[config.mk]
export PLATFORM = sky130hd
export DESIGN_NAME = pipe_scroller
export DESIGN_NICKNAME = d
export VERILOG_FILES = /design/src/rtl/pipe_scroller.sv
export SDC_FILE = /design/constraint.sdc
export NUM_CORES = 1
export LEC_CHECK = 0
export ABC_AREA = 1
export CORE_ASPECT_RATIO = 2
export CORE_MARGIN = 4
export CORE_UTILIZATION = 36
export DETAILED_ROUTE_END_ITERATION = 6
export GPL_TIMING_DRIVEN = 0
export PLACE_DENSITY = 0.61
export RECOVER_POWER = 25
export SYNTH_ARGS = -nofsm -noshare
export SYNTH_HDL_FRONTEND = slang
export SYNTH_SLANG_ARGS = --single-unit
[constraint.sdc]
create_clock -name clk -period 2.8 [get_ports clk]
set_input_delay 0.56 -clock clk [delete_from_list [all_inputs] [get_ports clk]]
set_output_delay 0.56 -clock clk [all_outputs]
set_load 0.02 [all_outputs]
[src/rtl/pipe_scroller.sv]
// Flappy Bird obstacle engine: game-tick divider, leftward-scrolling pipes with
// pseudo-random gap heights on re-entry, pass scoring and the redraw handshake.
module pipe_scroller #(
    parameter int NUM_PIPES = 2,
    parameter int SCREEN_W  = 640,
    parameter int STEP      = 1,
    parameter int TICK_DIV  = 1048576,
    parameter int Y_MIN     = 120,
    parameter int Y_BITS    = 8,
    parameter int SCORE_W   = 8
) (
    input  logic                    clk,
    input  logic                    reset,
    input  logic                    enable,
    input  logic [10:0]             bird_x,
    input  logic                    frame_done,
    output logic [11*NUM_PIPES-1:0] pipe_x,
    output logic [11*NUM_PIPES-1:0] pipe_y,
    output logic                    tick,
    output logic                    frame_req,
    output logic [SCORE_W-1:0]      score,
    output logic                    score_pulse,
    output logic                    overrun
);
    localparam int CNT_W = $clog2(TICK_DIV);
    localparam int HIT_W = $clog2(NUM_PIPES + 1);
    localparam int SUM_W = ((SCORE_W > HIT_W) ? SCORE_W : HIT_W) + 1;

    localparam logic [CNT_W-1:0]   CNT_LAST  = CNT_W'(TICK_DIV - 1);
    localparam logic [10:0]        X_LAST    = 11'(SCREEN_W - 1);
    localparam logic [10:0]        X_STEP    = 11'(STEP);
    localparam logic [10:0]        Y_BASE    = 11'(Y_MIN);
    localparam logic [15:0]        Y_MASK    = 16'((32'd1 << Y_BITS) - 32'd1);
    localparam logic [SCORE_W-1:0] SCORE_MAX = '1;

    typedef enum logic {
        IDLE,
        REQ
    } state_t;

    logic [1:0]         rst_sync;
    logic               rst_i;
    logic [CNT_W-1:0]   cnt;
    logic [15:0]        lfsr;
    logic               wrap;
    logic [10:0]        px    [NUM_PIPES];
    logic [10:0]        py    [NUM_PIPES];
    logic [10:0]        x_nxt [NUM_PIPES];
    logic [10:0]        y_nxt [NUM_PIPES];
    logic [HIT_W-1:0]   hits;
    logic [SUM_W-1:0]   score_sum;
    logic [SCORE_W-1:0] score_nxt;
    state_t             state;

    // Reset asserts immediately through the async set, releases two edges later.
    always_ff @(posedge clk or posedge reset) begin
        if (reset) begin
            rst_sync <= '1;
        end else begin
            rst_sync <= {rst_sync[0], 1'b0};
        end
    end

    assign rst_i = rst_sync[1];
    assign wrap  = enable && (cnt == CNT_LAST);

    always_comb begin
        hits = '0;
        for (int unsigned i = 0; i < NUM_PIPES; i++) begin
            x_nxt[i] = px[i];
            y_nxt[i] = py[i];
            if (px[i] < X_STEP) begin
                x_nxt[i] = X_LAST;
                y_nxt[i] = Y_BASE + 11'((lfsr ^ 16'(i)) & Y_MASK);
            end else begin
                x_nxt[i] = px[i] - X_STEP;
                if ((px[i] >= bird_x) && (x_nxt[i] < bird_x)) begin
                    hits = hits + HIT_W'(1);
                end
            end
        end
    end

    always_comb begin
        score_sum = SUM_W'(score) + SUM_W'(hits);
        score_nxt = (score_sum > SUM_W'(SCORE_MAX)) ? SCORE_MAX : SCORE_W'(score_sum);
    end

    always_ff @(posedge clk or posedge rst_i) begin
        if (rst_i) begin
            cnt         <= '0;
            tick        <= 1'b0;
            lfsr        <= 16'hACE1;
            score       <= '0;
            score_pulse <= 1'b0;
            for (int unsigned i = 0; i < NUM_PIPES; i++) begin
                px[i] <= 11'((i + 1) * SCREEN_W / NUM_PIPES - 1);
                py[i] <= Y_BASE;
            end
        end else begin
            // Taps 16,14,13,11; free-running so gap heights follow player timing.
            lfsr        <= {lfsr[14:0], lfsr[15] ^ lfsr[13] ^ lfsr[12] ^ lfsr[10]};
            tick        <= wrap;
            score_pulse <= wrap && (hits != '0);
            if (enable) begin
                cnt <= wrap ? '0 : cnt + CNT_W'(1);
            end
            if (wrap) begin
                score <= score_nxt;
                for (int unsigned i = 0; i < NUM_PIPES; i++) begin
                    px[i] <= x_nxt[i];
                    py[i] <= y_nxt[i];
                end
            end
        end
    end

    // A tick while a request is still pending wins over frame_done and flags overrun.
    always_ff @(posedge clk or posedge rst_i) begin
        if (rst_i) begin
            state     <= IDLE;
            frame_req <= 1'b0;
            overrun   <= 1'b0;
        end else begin
            case (state)
                IDLE: begin
                    if (wrap) begin
                        state     <= REQ;
                        frame_req <= 1'b1;
                    end
                end
                REQ: begin
                    if (wrap) begin
                        overrun <= 1'b1;
                    end else if (frame_done) begin
                        state     <= IDLE;
                        frame_req <= 1'b0;
                    end
                end
                default: begin
                    state     <= IDLE;
                    frame_req <= 1'b0;
                end
            endcase
        end
    end

    for (genvar g = 0; g < NUM_PIPES; g++) begin : g_pack
        assign pipe_x[11*g +: 11] = px[g];
        assign pipe_y[11*g +: 11] = py[g];
    end

endmodule

* Yosys cells after proc, flatten, opt, wreduce, memory -nomap -nowiden
Index checks and enable logic that the tools add are counted.
Storage, ports and cells: output and inout port bits 56, flip-flop bits (word level) 95, logic and storage cells 61
Cells by class: $add $sub $neg 7, equal/unequal tests 4, $lt $le $gt $ge 7, muxes and demuxes 16, reduce and logical (&&, ||, !) cells 9, bitwise logic cells 5
Operators by type and width (count):
- $ge 11x11->1 | 2
- $lt 11x1->1 const B | 2
- $lt 11x11->1 | 2
- $mux 11 | 2
- $sub 11x1->11 const B | 2
- $add 20x1->20 const B | 1
- $eq 20x20->1 const B | 1
- $mux 20 | 1
- $add 7x8->9 const A | 2
- $add 8x2->9 | 1
- $gt 9x8->1 const B | 1
- $mux 1 | 8
- $mux 8 | 1
- $ne 2x2->1 const B | 3
- $reduce_and 2->1 | 3
- $logic_and 1x1->1 | 4
- $mux 2 | 2
- $pmux 1 s2 | 2
- $reduce_and 3->1 | 1
- $xor 1x1->1 | 3
- $add 2x1->2 const B | 1
- $not 1->1 | 2
- $reduce_bool 2->1 | 1

* Logic depth before layout (Yosys ltp)
Gate-level depths: netlist (run 1).
depth after elaboration 11, depth in mapped cells 26

* Least setup slack after synthesis (run 1)
No wires, ideal clock.
path type register to register, from reg px, in the netlist pipe_x[11], to reg score[1], buffers on the path 0, period minus slack after synthesis 3.776 ns, path slack -0.976 ns, arrival 3.698 ns, setup time 0.078 ns, stages on the path, launching flop included 25, path through dfstp_2 > inv_1 > ha_1 > nand4_1 > nor2_1 > xnor2_1 > inv_1 > ha_1 > nand2_1 > nor2_1 > nand3_1 > o2111ai_1 > nor2_1 > ha_1 > nand2_1 > nand2_1 > ha_1 > inv_1 > fa_1 > inv_1 > nand2_1 > nor2_1 > nand4_1 > a21oi_1 > o21bai_1
Between the ends: longest elaborated chain between the ends 8
RTL lines:
- start, declared | RTL line 46 | logic [10:0] px [NUM_PIPES];
- start signal, assigned by index | RTL line 97 | px[i] <= 11'((i + 1) * SCREEN_W / NUM_PIPES - 1);
- start signal, assigned by index | RTL line 111 | px[i] <= x_nxt[i];
- $sub 11x1->11 | RTL line 76 | x_nxt[i] = px[i] - X_STEP;
- $lt 11x11->1 | RTL line 77 | if ((px[i] >= bird_x) && (x_nxt[i] < bird_x)) begin
- $logic_and 1x1->1 | RTL line 77
- $mux 2 | RTL line 77
- $mux 2 (*) | RTL line 72 | if (px[i] < X_STEP) begin
- $add 8x2->9 (*) | RTL line 85 | score_sum = SUM_W'(score) + SUM_W'(hits);
- $gt 9x8->1 | RTL line 86 | score_nxt = (score_sum > SUM_W'(SCORE_MAX)) ? SCORE_MAX : SCORE_W'(score_sum);
- $mux 8 (*) | RTL line 86
- end signal, assigned | RTL line 109 | score <= score_nxt;
- end, declared | RTL line 21 | output logic [SCORE_W-1:0] score,
Mark *: on every way between the ends. The rest lies on a longest branch, timed or not. A chain may end at the register's enable or synchronous reset.

* Final worst setup path (run 1)
Ends and elaborated chain as after synthesis.

==> impl_metrics.tcl, run 1 <==
set metrics [dict create \
    status "finished with violations" \
    violations "max-capacitance violations, max-slew violations, negative setup slack" \
    crit_path_start_kind "flip-flop" \
    finalCriticalPeriod_ps 3810 \
    slew_violations 33 \
    drt_iter0_drc 138 \
    min_path_type "reg -> reg" \
    ys.flop_type "dfrtp_1" \
    setup-violations-final 9 \
    cap_viol_max_count 1 \
    clk_latency_ps 350 \
    root_buffer "clkbuf_16" \
    hold_depth 0 \
    die_h_um 183 \
    endpoint_kind "flip-flop" \
    layout.cells.non_filler 971 \
    postSynthAreaPerCell_um2 8.44 \
    drive_above_1_share_pct 22.3 \
    grt_usage_pct 17.6 \
    grt_first_pass_wirelength_mm 23.9 \
    final_hold_viol_count 0 \
    area_growth_syn_to_layout_pct 30.9 \
    seq_area_mm2 0.00232 \
    leakage_nw 3.59 \
    grt_max_degree 59 \
    p_clk_share_pct 40.6 \
    synth_commonest_cells "nand2_1 (157), inv_1 (88), dfrtp_1 (58)" \
    wirelength_mm 14.5 \
    place_congestion 0.839 \
    post-place-ws_ps -1340 \
    power_density_mw_per_mm2 409 \
    worstRegToRegCells 25 \
    synth_top_area_cell "dfrtp_1" \
    yosysUniqueCellTypes 43 \
    cp_max_fo 8 \
    coreArea_mm2 0.0149 \
    gr-total-overflow 0 \
    dieArea_mm2 0.0175 \
    dp.cells 918 \
    vias 4701 \
    fp-row-count 63 \
    h-tree-depth 3 \
    crit_type "reg -> reg" \
    netlist_instances 652 \
    cts_buffers 9 \
    antenna_found_initial 0 \
    required_ps 3060 \
    yosysMostFrequentCell "nand2_1" \
    cts_tree "done" \
    avgRoutedWirePerCell_um 14.9 \
    combPwrFrac_pct 11.4 \
    cts.clk_slew.worst_paths_ps 80 \
    rsz0062_at_grt "true" \
    vias_per_cell 4.84 \
    nNetsFinal 839 \
    synth_edf_count 0 \
    cp.arrival_ps 4070 \
    initial_core_util_pct 37.0 \
    insertedDiodeCount 0 \
    tightest_slew_ps 1510 \
    boundaryPins 71 \
    irDropWorstVdd_v 0.000317 \
    netlist_area_mm2 0.00551 \
    synth_top_cell_area_share_pct 26.4 \
    relSlewSlack_pct -1.22 \
    seqPwrFrac_pct 48.0 \
    fillCellCount 1426 \
    synth.yosys.seq_area_share_pct 42.1 \
    ys_warn_count 0 \
    p_int_mw 2.13 \
    power.switching_uw 819 \
    ys_top_cells_by_area "dfrtp_1 (26%), dfstp_2 (16%), ha_1 (12%)" \
    postRouteAntennaNets 0 \
    cts_hold_buf 0 \
    skew_ps 11.6 \
    multi_input_area_mm2 0.00294 \
    cts.sinks 91 \
    dp_hpwl_mm 10.7 \
    fmax_ghz 0.263 \
    drc 0 \
    period_share_pct 136 \
    setup_slack_ps -1010 \
    p_sw_share_pct 27.7 \
    ys_async_sr_fraction_pct 100 \
    clock_path_buffers 2 \
    ys_ff_latch 91 \
    die_w_um 95.4 \
    grt_pass1_vias 5037 \
    first_pass_iters 4 \
    portBuffers 66 \
]
[cell families after synthesis]
| family | share of synthesized area, % |
|---|---|
| and+or+nand+nor | 22.0 |
| buffers and inverters | 8.02 |
| DFF | 42.1 |
| AOI/OAI and AO/OA | 9.52 |
| adders and majority gates | 12.2 |
| xor gates and xnor gates | 6.05 |
| other | 0.0681 |
[critical path, cell delays in order (launching register included)]
cell,delay [ps]
dfstp_2,390
inv_4,80
ha_4,130
nand4_1,130
nor2_2,210
nand2_1,80
xor2_1,160
ha_1,320
nand2_2,100
nor2_4,120
nand2_1,70
o2111ai_2,90
nor2_1,60
ha_1,290
nand2_2,70
nand2_1,70
ha_2,190
inv_2,40
fa_2,330
inv_2,80
nand2_4,50
nor2_4,130
nand4_1,110
buf_6,160
a21oi_2,110
o21bai_1,130
[per-layer routing]
layer | vias to the layer above | track usage [%] | routed length, um
li1 | 2310 | - | -
met1 | 2244 | 18.8 | 5460
met2 | 116 | 32.7 | 7880
met3 | 31 | 3.04 | 665
met4 | 0 | 7.64 | 461
met5 | - | 0 | 0
[sequential cells by signal (all words and copies together), names as in the netlist]
name	count
pipe_x	22
frame_req	1
pipe_y	18
rst_sync	2
tick	1
lfsr	16
score	8
cnt	20
overrun	1
score_pulse	1
state	1
[power by group through the flow]
stage / clock, mW / sequential [mW] / combinational [mW]
after floorplan: 0 / 1.43 / 0.212
after global placement: 0 / 1.44 / 0.281
final: 1.20 / 1.42 / 0.338
after detailed placement: 0 / 1.44 / 0.295
after global routing: 1.28 / 1.42 / 0.384
after CTS: 1.23 / 1.42 / 0.326
[cells in the final DEF, fill, tap and decap left out, types with 23 or more instances in the layout]
master	n
nand2_1	151
inv_1	80
clkdlybuf4s50_1	65
dfrtp_1	57
ha_1	48
nor2_1	47
buf_4	37
o21ai_0	32
dfstp_2	27
nand3_1	25
xor2_1	23
[stage by stage]
| stage | total power [mW] | setup TNS [ps] | hold slack (ps) | cell area [um2] | util (%) |
|---|---|---|---|---|---|
| global route | 3.08 | -10280 | 367 | 7210 | 48.4 |
| detailed placement | 1.73 | -10520 | 297 | 6490 | 43.6 |
| finish | 2.95 | -8530 | 358 | 7210 | 48.4 |
| CTS | 2.97 | -7510 | 308 | 7090 | 47.6 |
| floorplan | 1.64 | -5890 | 331 | 5560 | - |
| global placement | 1.72 | -60170 | 336 | 6460 | 43.4 |
[repair_timing]
action	CTS	global route
pin swaps	14	12
endpoints found under the setup margin	9	9
setup buffers	31	11
gates resized for setup	21	23
[layout make-up]
| cell class | instances | area share, % |
|---|---|---|
| plain buffers | 14 | 1.32 |
| clock buffers | 9 | 3.13 |
| clock inverters | 7 | 0.885 |
| inverters | 92 | 4.90 |
| multi-input cells | 459 | 40.8 |
| flip-flops and latches | 91 | 32.2 |
| well taps | 195 | 3.39 |
| repair buffers | 104 | 13.4 |
[path summary, 6_finish.rpt]
kind / from / end / slack (ps)
max reg2reg: pipe_x[11]$_DFFE_PP1P_ / score[1]$_DFFE_PP0P_ / -1010
min: rst_sync[0]$_DFF_PP1_ / rst_sync[1]$_DFF_PP1_ / 360
max: pipe_x[11]$_DFFE_PP1P_ / score[1]$_DFFE_PP0P_ / -1010
max in group asynchronous: rst_sync[1]$_DFF_PP1_ / pipe_x[6]$_DFFE_PP0P_ / 710
min reg2reg: rst_sync[0]$_DFF_PP1_ / rst_sync[1]$_DFF_PP1_ / 360
min in group asynchronous: rst_sync[1]$_DFF_PP1_ / pipe_x[21]$_DFFE_PP0P_ / 610
(Power assumes the default switching activity.)
==> inputs of run 2 (changes only) <==
CAP_MARGIN = 5   (was not set)
HOLD_SLACK_MARGIN = 0.15   (was not set)
==> results of run 2 <==
No change in the layout: final DEF, timing and power equal those of run 1.
==> inputs of run 3 (changes only) <==
CORE_ASPECT_RATIO = 0.75   (was 2)
==> run 3 against run 2 <==
Net effect:
- the flow still finishes with violations (max-capacitance violations, max-slew violations, negative setup slack)
- utilization is 0.26 points lower
- via count is 1.6% lower
- total power down 3.5%
- die area decreased by 0.57%
- final cell count fell by 0.51%
- combinational power down 10%
- critical path type unchanged
- largest cell class unchanged
- largest power group unchanged
- highest routed layer unchanged
==> impl_metrics.tcl, run 3 (synthesized netlist as in run 1, its figures left out) <==
set metrics [dict create \
    status "finished with violations" \
    violations "max-capacitance violations, max-slew violations, negative setup slack" \
    h-tree-depth 3 \
    cts.sinks 91 \
    reg2reg_slack_ps -1020 \
    cp.arrival_ps 4100 \
    final_common_cell "nand2_1" \
    crit_slowest_cell "dfstp_2" \
    initial_core_util_pct 37.4 \
    gr-total-overflow 0 \
    root_buffer "clkbuf_16" \
    portBuffers 66 \
    period_share_pct 137 \
    vias_per_cell 4.79 \
    final_cell_mix "nand2_1 (149), inv_1 (81), clkdlybuf4s50_1 (65)" \
    dieArea_mm2 0.0174 \
    clock_path_buffers 2 \
    clk_latency_ps 360 \
    cap_viol_max_count 1 \
    endpoint_kind "flip-flop" \
    postRouteAntennaNets 0 \
    min_to "lfsr[10]$_DFF_PP1_" \
    drt_iter0_drc 257 \
    required_ps 3080 \
    r2r_start "pipe_x[11]$_DFFE_PP1P_" \
    min_path_type "reg -> reg" \
    reg2reg_to "score[1]$_DFFE_PP0P_" \
    drive_above_1_share_pct 20.4 \
    cts_buffers 9 \
    final_hold_viol_count 0 \
    grt_usage_pct 17.3 \
    relSlewSlack_pct -42.5 \
    fillCellCount 1415 \
    die_h_um 115 \
    antenna_found_initial 0 \
    setup-violations-final 8 \
    boundaryPins 71 \
    leakage_nw 3.53 \
    cp_max_fo 7 \
    cts_tree "done" \
    drc 0 \
    tightest_slew_ps 2130 \
    wirelength_mm 14.3 \
    crit_type "reg -> reg" \
    nNetsFinal 829 \
    rsz0062_at_grt "true" \
    insertedDiodeCount 0 \
    place_congestion 0.852 \
    coreArea_mm2 0.0147 \
    placed_area_mm2 0.00649 \
    skew_ps 13.7 \
    cp_common_cell "nand2_2" \
    worstRegToRegCells 25 \
    crit_path_start_kind "flip-flop" \
    grt_pass1_vias 4688 \
    dp_hpwl_mm 10.2 \
    grt_first_pass_wirelength_mm 23.4 \
    fmax_ghz 0.262 \
    grt_max_degree 53 \
    worstHoldStart "lfsr[9]$_DFF_PP0_" \
    cts.clk_slew.worst_paths_ps 70 \
    slew_violations 52 \
    worstPathBufferInverterCount 4 \
    cpPeakStageDelay_ps 390 \
    final_area_mm2 0.00709 \
    irDropWorstVdd_v 0.000329 \
    hold_depth 0 \
    fp-row-count 38 \
    area_growth_syn_to_layout_pct 28.8 \
    largest_register_ffs 22 \
    critPathTopFamily "simple AND/OR/NAND/NOR gates" \
    finalCriticalPeriod_ps 3820 \
    die_w_um 151 \
    fin_setup_tns_ps -7990 \
    setup_slack_ps -1020 \
    vias 4625 \
    avgRoutedWirePerCell_um 14.8 \
    first_pass_iters 5 \
    power_density_mw_per_mm2 402 \
]
run 3: worst max-delay path by stage:
stage / slack, ps / endpoint / cells past startpoint / from
finish: -1020 / score[1]$_DFFE_PP0P_ / 25 / pipe_x[11]$_DFFE_PP1P_
CTS: -960 / score[1]$_DFFE_PP0P_ / 25 / pipe_x[11]$_DFFE_PP1P_
floorplan: -770 / score[1]$_DFFE_PP0P_ / 24 / pipe_x[11]$_DFFE_PP1P_
global placement: -1230 / score[1]$_DFFE_PP0P_ / 22 / bird_x[6]
global route: -1250 / score[1]$_DFFE_PP0P_ / 25 / pipe_x[11]$_DFFE_PP1P_
detailed placement: -1270 / score[1]$_DFFE_PP0P_ / 21 / bird_x[4]
run 3: metrics by stage:
step                setup slack (ps)  total power [mW]  instances  hold slack (ps)  util, %
floorplan                       -772              1.64        656              331        -
CTS                             -962              2.89        955              352     47.1
detailed placement             -1270              1.73        923              341     44.0
finish                         -1020              2.85        966              354     48.1
global route                   -1250              3.00        966              362     48.1
global placement               -1230              1.71        922              337     43.9
run 3: what timing repair did:
item,in CTS,in global routing
pin swaps,17,19
setup buffers,16,11
endpoints found under the setup margin,9,9
hold buffers,0,0
gates resized for setup,15,21
run 3: area by class of cell:
class / instances / area (um2) / area share, %
Multi-Input combinational cell: 459 / 2920 / 41.2
Clock inverter: 4 / 28.8 / 0.406
Timing Repair Buffer: 94 / 887 / 12.5
Buffer: 14 / 95.1 / 1.34
Inverter: 92 / 352 / 4.96
Clock buffer: 12 / 236 / 3.33
Tap cell: 200 / 250 / 3.53
Sequential cell: 91 / 2320 / 32.7
run 3: per-layer routing:
layer  global-route usage [%]  part of all wire [%]  wire [um]  up-vias
li1                         -                     -          -     2299
met1                     23.3                    47       6730     2198
met2                     26.6                    45       6480      106
met3                     5.59                   6.0        854       22
met4                     5.37                   1.5        214        0
met5                        0                     0          0        -
run 3: where the power goes:
| part | internal [mW] | switching, mW | total (mW) |
|---|---|---|---|
| logic | 0.117 | 0.186 | 0.303 |
| registers | 1.36 | 0.0492 | 1.41 |
| clock network | 0.605 | 0.527 | 1.13 |
| total | 2.09 | 0.762 | 2.85 |
